**config.mk**
```make
export PLATFORM = sky130hd
export DESIGN_NAME = ship_placer_flat
export DESIGN_NICKNAME = d
export VERILOG_FILES = /design/src/rtl/ship_placer_if.sv /design/src/rtl/ship_placer.sv /design/src/flat_wrapper.sv
export SDC_FILE = /design/constraint.sdc
export NUM_CORES = 1
export LEC_CHECK = 0
export BUFFER_PORTS_ARGS = -buffer_cell sky130_fd_sc_hd__buf_2
export CAP_MARGIN = 10
export CORE_AREA = 2 2 87 89
export DETAILED_ROUTE_END_ITERATION = 7
export DIE_AREA = 0 0 89 91
export PLACE_DENSITY = 0.65
export REMOVE_ABC_BUFFERS = 1
export SLEW_MARGIN = 0
export SYNTH_ARGS = -nofsm -noshare
export SYNTH_HDL_FRONTEND = slang
export SYNTH_SLANG_ARGS = --single-unit
```
**constraint.sdc**
```tcl
create_clock -name clk -period 7.05 [get_ports clk]
set_input_delay 1.7625 -clock clk [delete_from_list [all_inputs] [get_ports clk]]
set_output_delay 1.7625 -clock clk [all_outputs]
set_load 0.03 [all_outputs]
```
**src/rtl/ship_placer_if.sv**
```systemverilog
// Ship placer bundle: player placement controls in, packed board and status out.
interface ship_placer_if #(
    parameter int N     = 5,
    parameter int LEN_W = 3
);
    localparam int CW = ($clog2(N) > 1) ? $clog2(N) : 1;

    logic              enable;
    logic [CW-1:0]     row;
    logic [CW-1:0]     col;
    logic [LEN_W-1:0]  ship_len;
    logic              vertical;
    logic [2:0]        target_ships;
    logic              place_btn;
    logic              clear_btn;
    logic [2*N*N-1:0]  board;
    logic [2:0]        ships_placed;
    logic              busy;
    logic              place_ok;
    logic              place_err;
    logic [1:0]        err_code;
    logic              finished;

    modport master (
        output enable, row, col, ship_len, vertical,
        output target_ships, place_btn, clear_btn,
        input  board, ships_placed, busy,
        input  place_ok, place_err, err_code, finished
    );

    modport slave (
        input  enable, row, col, ship_len, vertical,
        input  target_ships, place_btn, clear_btn,
        output board, ships_placed, busy,
        output place_ok, place_err, err_code, finished
    );
endinterface

```
**src/rtl/ship_placer.sv**
```systemverilog
// Battleship ship placement: bounds/quota gate, per-cell overlap scan,
// then per-cell write of an accepted ship into the N x N board.
module ship_placer #(
    parameter int N         = 5,
    parameter int MAX_SHIPS = 5,
    parameter int LEN_W     = 3
) (
    input  logic          clk,
    input  logic          rst,
    ship_placer_if.slave  bus
);
    localparam int CW = ($clog2(N) > 1) ? $clog2(N) : 1;
    localparam int SW = ((CW > LEN_W) ? CW : LEN_W) + 1;
    localparam int NC = N * N;
    localparam int IW = $clog2(NC);
    localparam int AW = 2 * SW + 4;

    localparam logic [1:0] S_IDLE  = 2'd0;
    localparam logic [1:0] S_CHECK = 2'd1;
    localparam logic [1:0] S_WRITE = 2'd2;

    localparam logic [1:0] E_NONE  = 2'b00;
    localparam logic [1:0] E_BNDS  = 2'b01;
    localparam logic [1:0] E_OVLP  = 2'b10;
    localparam logic [1:0] E_QUOTA = 2'b11;

    logic [1:0]       state_q, state_d;
    logic [LEN_W-1:0] k_q, k_d;
    logic [CW-1:0]    row_q, row_d;
    logic [CW-1:0]    col_q, col_d;
    logic [LEN_W-1:0] len_q, len_d;
    logic             vert_q, vert_d;
    logic [NC-1:0]    cells_q, cells_d;
    logic [2:0]       ships_q, ships_d;
    logic             ok_q, ok_d;
    logic             err_q, err_d;
    logic [1:0]       code_q, code_d;
    logic             pprev_q, cprev_q;

    logic             place_rel;
    logic             clear_rel;
    logic [SW-1:0]    start_ext;
    logic [SW-1:0]    cross_ext;
    logic [SW-1:0]    end_sum;
    logic             bounds_bad;
    logic             quota_hit;
    logic [SW-1:0]    rr;
    logic [SW-1:0]    cc;
    logic [IW-1:0]    idx;
    logic             last;

    assign place_rel = pprev_q & ~bus.place_btn;
    assign clear_rel = cprev_q & ~bus.clear_btn;

    assign start_ext = bus.vertical ? SW'(bus.row) : SW'(bus.col);
    assign cross_ext = bus.vertical ? SW'(bus.col) : SW'(bus.row);
    assign end_sum   = start_ext + SW'(bus.ship_len);

    // The fixed axis is also range-checked so a wide coordinate
    // can never address a cell outside the board.
    assign bounds_bad = (bus.ship_len == '0)
                      || (end_sum > SW'(N))
                      || (cross_ext >= SW'(N));

    assign quota_hit = (ships_q >= bus.target_ships)
                     || (int'(ships_q) >= MAX_SHIPS);

    assign rr   = SW'(row_q) + (vert_q ? SW'(k_q) : '0);
    assign cc   = SW'(col_q) + (vert_q ? '0 : SW'(k_q));
    assign idx  = IW'(AW'(rr) * AW'(N) + AW'(cc));
    assign last = (k_q == len_q - 1'b1);

    always_comb begin
        state_d = state_q;
        k_d     = k_q;
        row_d   = row_q;
        col_d   = col_q;
        len_d   = len_q;
        vert_d  = vert_q;
        cells_d = cells_q;
        ships_d = ships_q;
        ok_d    = 1'b0;
        err_d   = 1'b0;
        code_d  = code_q;
        unique case (1'b1)
            (state_q == S_IDLE): begin
                if (bus.enable && clear_rel) begin
                    cells_d = '0;
                    ships_d = '0;
                    code_d  = E_NONE;
                end else if (bus.enable && place_rel) begin
                    if (quota_hit) begin
                        err_d  = 1'b1;
                        code_d = E_QUOTA;
                    end else if (bounds_bad) begin
                        err_d  = 1'b1;
                        code_d = E_BNDS;
                    end else begin
                        row_d   = bus.row;
                        col_d   = bus.col;
                        len_d   = bus.ship_len;
                        vert_d  = bus.vertical;
                        k_d     = '0;
                        state_d = S_CHECK;
                    end
                end
            end
            (state_q == S_CHECK): begin
                if (cells_q[idx]) begin
                    err_d   = 1'b1;
                    code_d  = E_OVLP;
                    k_d     = '0;
                    state_d = S_IDLE;
                end else if (last) begin
                    k_d     = '0;
                    state_d = S_WRITE;
                end else begin
                    k_d = k_q + 1'b1;
                end
            end
            (state_q == S_WRITE): begin
                cells_d[idx] = 1'b1;
                if (last) begin
                    ok_d    = 1'b1;
                    code_d  = E_NONE;
                    ships_d = ships_q + 3'd1;
                    k_d     = '0;
                    state_d = S_IDLE;
                end else begin
                    k_d = k_q + 1'b1;
                end
            end
            default: begin
                k_d     = '0;
                state_d = S_IDLE;
            end
        endcase
    end

    // Board logic runs on the falling edge of the system clock.
    always_ff @(negedge clk or negedge rst) begin
        if (!rst) begin
            state_q <= S_IDLE;
            k_q     <= '0;
            row_q   <= '0;
            col_q   <= '0;
            len_q   <= '0;
            vert_q  <= 1'b0;
            cells_q <= '0;
            ships_q <= '0;
            ok_q    <= 1'b0;
            err_q   <= 1'b0;
            code_q  <= E_NONE;
            pprev_q <= 1'b0;
            cprev_q <= 1'b0;
        end else begin
            state_q <= state_d;
            k_q     <= k_d;
            row_q   <= row_d;
            col_q   <= col_d;
            len_q   <= len_d;
            vert_q  <= vert_d;
            cells_q <= cells_d;
            ships_q <= ships_d;
            ok_q    <= ok_d;
            err_q   <= err_d;
            code_q  <= code_d;
            pprev_q <= bus.place_btn;
            cprev_q <= bus.clear_btn;
        end
    end

    for (genvar i = 0; i < NC; i++) begin : g_board
        assign bus.board[2*i +: 2] = {1'b0, cells_q[i]};
    end

    assign bus.ships_placed = ships_q;
    assign bus.busy         = (state_q != S_IDLE);
    assign bus.place_ok     = ok_q;
    assign bus.place_err    = err_q;
    assign bus.err_code     = code_q;
    assign bus.finished     = (ships_q == bus.target_ships);
endmodule

```
**src/flat_wrapper.sv**
```systemverilog
// flat-port wrapper written by rule: the top's interface ports become plain ports
module ship_placer_flat 
#(
    parameter int N         = 5,
    parameter int MAX_SHIPS = 5,
    parameter int LEN_W     = 3
)
  (clk, rst, bus_enable, bus_row, bus_col, bus_ship_len, bus_vertical, bus_target_ships, bus_place_btn, bus_clear_btn, bus_board, bus_ships_placed, bus_busy, bus_place_ok, bus_place_err, bus_err_code, bus_finished);
  ship_placer_if #(.N(N), .LEN_W(LEN_W)) bus_i ();
  input  logic clk;
  input  logic rst;
  input wire logic [$bits(bus_i.enable)-1:0] bus_enable;
  input wire logic [$bits(bus_i.row)-1:0] bus_row;
  input wire logic [$bits(bus_i.col)-1:0] bus_col;
  input wire logic [$bits(bus_i.ship_len)-1:0] bus_ship_len;
  input wire logic [$bits(bus_i.vertical)-1:0] bus_vertical;
  input wire logic [$bits(bus_i.target_ships)-1:0] bus_target_ships;
  input wire logic [$bits(bus_i.place_btn)-1:0] bus_place_btn;
  input wire logic [$bits(bus_i.clear_btn)-1:0] bus_clear_btn;
  output wire logic [$bits(bus_i.board)-1:0] bus_board;
  output wire logic [$bits(bus_i.ships_placed)-1:0] bus_ships_placed;
  output wire logic [$bits(bus_i.busy)-1:0] bus_busy;
  output wire logic [$bits(bus_i.place_ok)-1:0] bus_place_ok;
  output wire logic [$bits(bus_i.place_err)-1:0] bus_place_err;
  output wire logic [$bits(bus_i.err_code)-1:0] bus_err_code;
  output wire logic [$bits(bus_i.finished)-1:0] bus_finished;
  assign bus_i.enable = bus_enable;
  assign bus_i.row = bus_row;
  assign bus_i.col = bus_col;
  assign bus_i.ship_len = bus_ship_len;
  assign bus_i.vertical = bus_vertical;
  assign bus_i.target_ships = bus_target_ships;
  assign bus_i.place_btn = bus_place_btn;
  assign bus_i.clear_btn = bus_clear_btn;
  assign bus_board = bus_i.board;
  assign bus_ships_placed = bus_i.ships_placed;
  assign bus_busy = bus_i.busy;
  assign bus_place_ok = bus_i.place_ok;
  assign bus_place_err = bus_i.place_err;
  assign bus_err_code = bus_i.err_code;
  assign bus_finished = bus_i.finished;
  ship_placer #(.N(N), .MAX_SHIPS(MAX_SHIPS), .LEN_W(LEN_W)) u_core (.clk(clk), .rst(rst), .bus(bus_i));
endmodule
```
# == Yosys cells after proc, flatten, opt, wreduce, memory -nomap -nowiden ==
# Index checks and enable logic that the tools add are counted.
# word_totals
ff_bits,49
in_bits,18
output_inout_bits,59
elab_cells,108
# op_classes
addsub,7
multipliers,1
n_lt_le_gt_ge,6
n_eq_ne,14
muxes,42
n_bitwise,8
reduce_logical,17
# op_table
cell,n
one-hot mux 25 bit (2 select lines),1
two-way mux 3 bit,12
two-way mux 25 bit,1
OR 25 bit,1
two-way mux 2 bit,12
"!= test 2 bit, second input constant",6
one-hot mux 2 bit (3 select lines),2
AND reduction 5 bit,2
two-way mux 1 bit,9
one-hot mux 3 bit (3 select lines),1
adder 3 x 4 -> 4 bit,2
"adder 3 x 1 -> 3 bit, second input constant",2
equality test 3 bit,2
"< comparator 5 x 6 -> 1 bit, second input constant",1
one-hot mux 3 bit (2 select lines),1
AND reduction 6 bit,1
adder 5 x 4 -> 5 bit,1
binary-select mux 1 bit (select 5 bit),1
demux 1 bit (select 5 bit),1
"greater-or-equal comparator 5 x 1 -> 1 bit, second input constant",1
"multiplier 4 x 3 -> 5 bit, second input constant",1
NOT 1 bit,5
adder 4 x 3 -> 4 bit,1
"greater-or-equal comparator 4 x 3 -> 1 bit, second input constant",1
21 further kinds,27

# == Logic depth before layout (Yosys ltp) ==
# logic_depth
ltp_word,10
mapped_depth,17
depth_no_buf,17

==> flow_metrics.env <==
export IMPL_outcome="finished, violations left"
export IMPL_violations="negative setup slack"
export IMPL_worst_ep_arrival_time_ps=3880
export IMPL_track_usage_pct=19.6
export IMPL_die_w_um=89
export IMPL_yosysUniqueCellTypes=41
export IMPL_grt_start_max_net_pins=50
export IMPL_rows=31
export IMPL_synth_seq_cells=49
export IMPL_utilization_pct=55.9
export IMPL_slew_violations=0
export IMPL_antenna_cells=0
export IMPL_hold_buffers=0
export IMPL_drt_iter0_markers=134
export IMPL_postSynth_asyncResetShare_pct=100
export IMPL_drive_above_1_share_pct=29.1
export IMPL_start_util_pct=45.4
export IMPL_r2r_start="u_core.k_q[0]"
export IMPL_rr_worst_depth=17
export IMPL_via_per_inst=5.13
export IMPL_cp_end_kind="register"
export IMPL_syn_instance_count=323
export IMPL_io_buffers=51
export IMPL_power_leakage_nw=2.15
export IMPL_grt_overflow=0
export IMPL_hold_depth=2
export IMPL_fillers=638
export IMPL_yosysWarnings=0
export IMPL_hold_path_class="register to register"
export IMPL_clk_path_buf_depth=2
export IMPL_htreeDepth=2
export IMPL_min_from="u_core.cells_q[3]"
export IMPL_slew_headroom_pct=58.0
export IMPL_worstPathRequired_ps=3680
export IMPL_critPathKind="input pin to register"
export IMPL_dp_hpwl_mm=5.28
export IMPL_core_region_area_sq_um=7140
export IMPL_final_cell_mix="buf_2 (50), dfrtn_1 (49), nor2_1 (35), a21oi_1 (30)"
export IMPL_ios=77
export IMPL_startpoint_type="input pin"
export IMPL_synth_seq_area_share_pct=37.8
export IMPL_path_clk_slew_ps=70
export IMPL_routed_wl_mm=7.39
export IMPL_tightest_slew_ps=630
export IMPL_die_height_um=91
export IMPL_cts_sinks=49
export IMPL_hold_viol=0
export IMPL_use_met2_pct=31.0
export IMPL_tritoncts="yes"
export IMPL_syn_area_per_cell_sq_um=10.0
export IMPL_setup_viol_count_final=17
export IMPL_drc=0
export IMPL_rsz0062_at_grt="yes"
export IMPL_wire_per_inst_um=14.7
export IMPL_cp_max_fo=4
export IMPL_grt_first_pass_wirelength_mm=12.4
export IMPL_maxCapViolations=0
export IMPL_finalClockSkew_ps=12.3
export IMPL_die_area_sq_um=8100
export IMPL_area_growth_syn_to_layout_pct=23.2
export IMPL_synth_ff_type="dfrtn_1"
export IMPL_vdd_drop_max_mv=0.263
export IMPL_cts_made_buffers=5
export IMPL_setup_slack_ps=-199
export IMPL_final_common_cell="buf_2"
export IMPL_total_power_mw=2.15
export IMPL_regToRegSetupSlack_ps=2530
export IMPL_whs_endpoint="u_core.cells_q[3]"
export IMPL_use_met3_pct=3.09
export IMPL_first_pass_iters=4
export IMPL_routabilityCongestion=0.803
export IMPL_power_per_cell_area_nw_per_um2=538
export IMPL_grtUsageMet1_pct=27.1
export IMPL_synth_edf_count=0
export IMPL_root_buffer="clkbuf_8"
export IMPL_r2r_end="u_core.bus.err_code[0]"
export IMPL_nets=455
export IMPL_antenna_found_initial=0
export IMPL_busiest_layer="met2"
export IMPL_drtAntennaViolNets=0
export IMPL_synthesis_area_sq_um=3240
export IMPL_clkLatencyLatePin_ps=310
export IMPL_grt_pass1_vias=2621
export IMPL_via_count=2587
==> synthesized netlist by cell type (all sizes together), types with 3 or more instances <==
| library cell | n | share of area, % |
|---|---|---|
| a21o | 7 | 1.6 |
| a211o | 4 | 1.1 |
| inv | 22 | 2.5 |
| and2 | 7 | 1.4 |
| nor2b | 10 | 1.9 |
| nand3b | 3 | 0.69 |
| buf | 29 | 6.5 |
| ha | 28 | 11 |
| mux2 | 12 | 4.2 |
| xnor2 | 5 | 1.8 |
| mux4 | 5 | 3.7 |
| o22ai | 3 | 0.58 |
| a31oi | 4 | 0.97 |
| mux2i | 8 | 2.5 |
| nand2 | 13 | 1.5 |
| a21oi | 30 | 4.6 |
| o21ai | 10 | 1.5 |
| fa | 5 | 3.1 |
| nor2 | 36 | 4.2 |
| dfrtn | 49 | 38 |
| xor2 | 7 | 1.9 |
| nor3 | 6 | 1.1 |
==> layout make-up <==
| class | instances | area, sq um | share of cell area (%) |
|---|---|---|---|
| Timing Repair Buffer | 80 | 498 | 12.5 |
| Clock inverter | 3 | 46.3 | 1.16 |
| Multi-Input combinational cell | 246 | 1950 | 48.7 |
| Tap cell | 99 | 124 | 3.10 |
| Inverter | 22 | 82.6 | 2.07 |
| Clock buffer | 5 | 68.8 | 1.72 |
| Sequential cell | 49 | 1230 | 30.7 |
==> critical path, cell delays in order <==
cell	delay, ps
buf_8	100
mux2_4	300
ha_4	170
fa_2	360
xor2_1	170
a211o_1	350
nor3_4	190
buf_4	180
mux2_4	300
==> report_power, final <==
part	switching (mW)	total, mW	internal (mW)
clock	0.101	0.207	0.106
sequential	0.0798	0.469	0.390
combinational	0.878	1.47	0.592
==> metrics by stage <==
step	setup TNS, ps	hold slack [ps]	area (sq um)	setup WS, ps	cells
4_1_cts	-2360	462	3970	-182	504
6_report	-2640	458	3990	-199	504
3_3_place_gp	-9740	457	3680	-716	490
2_1_floorplan	-9390	445	3110	-645	316
5_1_grt	-3820	485	3990	-263	504
3_5_place_dp	-11100	461	3680	-829	490
==> cells by family (layout without fill, tap and decap cells) <==
logic type | Yosys count | count (layout) | share of synthesized area, %
AO/OA/AOI/OAI | 64 | 65 | 11.9
XOR/XNOR | 12 | 12 | 3.71
adder cells (fa/ha/maj) | 33 | 33 | 13.9
buffers and inverters | 53 | 110 | 9.27
flip-flops | 49 | 49 | 37.8
multiplexers | 25 | 25 | 10.3
other | 1 | 25 | 0.116
AND/OR/NAND/NOR | 86 | 86 | 12.9
==> metal layers <==
| metal | vias up | wire length [um] |
|---|---|---|
| met5 | - | 0 |
| met4 | 0 | 134 |
| met3 | 12 | 290 |
| met2 | 60 | 3720 |
| met1 | 1281 | 3240 |
| li1 | 1234 | - |
==> worst max path at each step <==
stage / start / to / slack, ps / cells past startpoint
2_1_floorplan: bus_vertical / u_core.col_q[0] / -640 / 7
3_3_place_gp: bus_vertical / u_core.k_q[2] / -720 / 10
3_5_place_dp: bus_vertical / u_core.k_q[2] / -830 / 10
4_1_cts: bus_vertical / u_core.vert_q / -180 / 9
5_1_grt: bus_vertical / u_core.k_q[2] / -260 / 9
6_report: bus_vertical / u_core.vert_q / -200 / 9
==> state kept, by name, indices dropped and copies added (netlist names), 2 cells and up <==
register	cells
u_core.row_q	3
u_core.col_q	3
u_core.cells_q	25
u_core.state_q	2
u_core.bus.err_code	2
u_core.bus.ships_placed	3
u_core.k_q	3
u_core.len_q	3
==> timing repair <==
action | CTS | global route
pin swaps | 6 | 6
setup endpoints to repair | 17 | 18
buffers inserted | 6 | 0
endpoints found under the hold margin | 0 | 0
gates resized for setup | 29 | 5
cloned | 2 | 0
(Power assumes the default switching activity.)
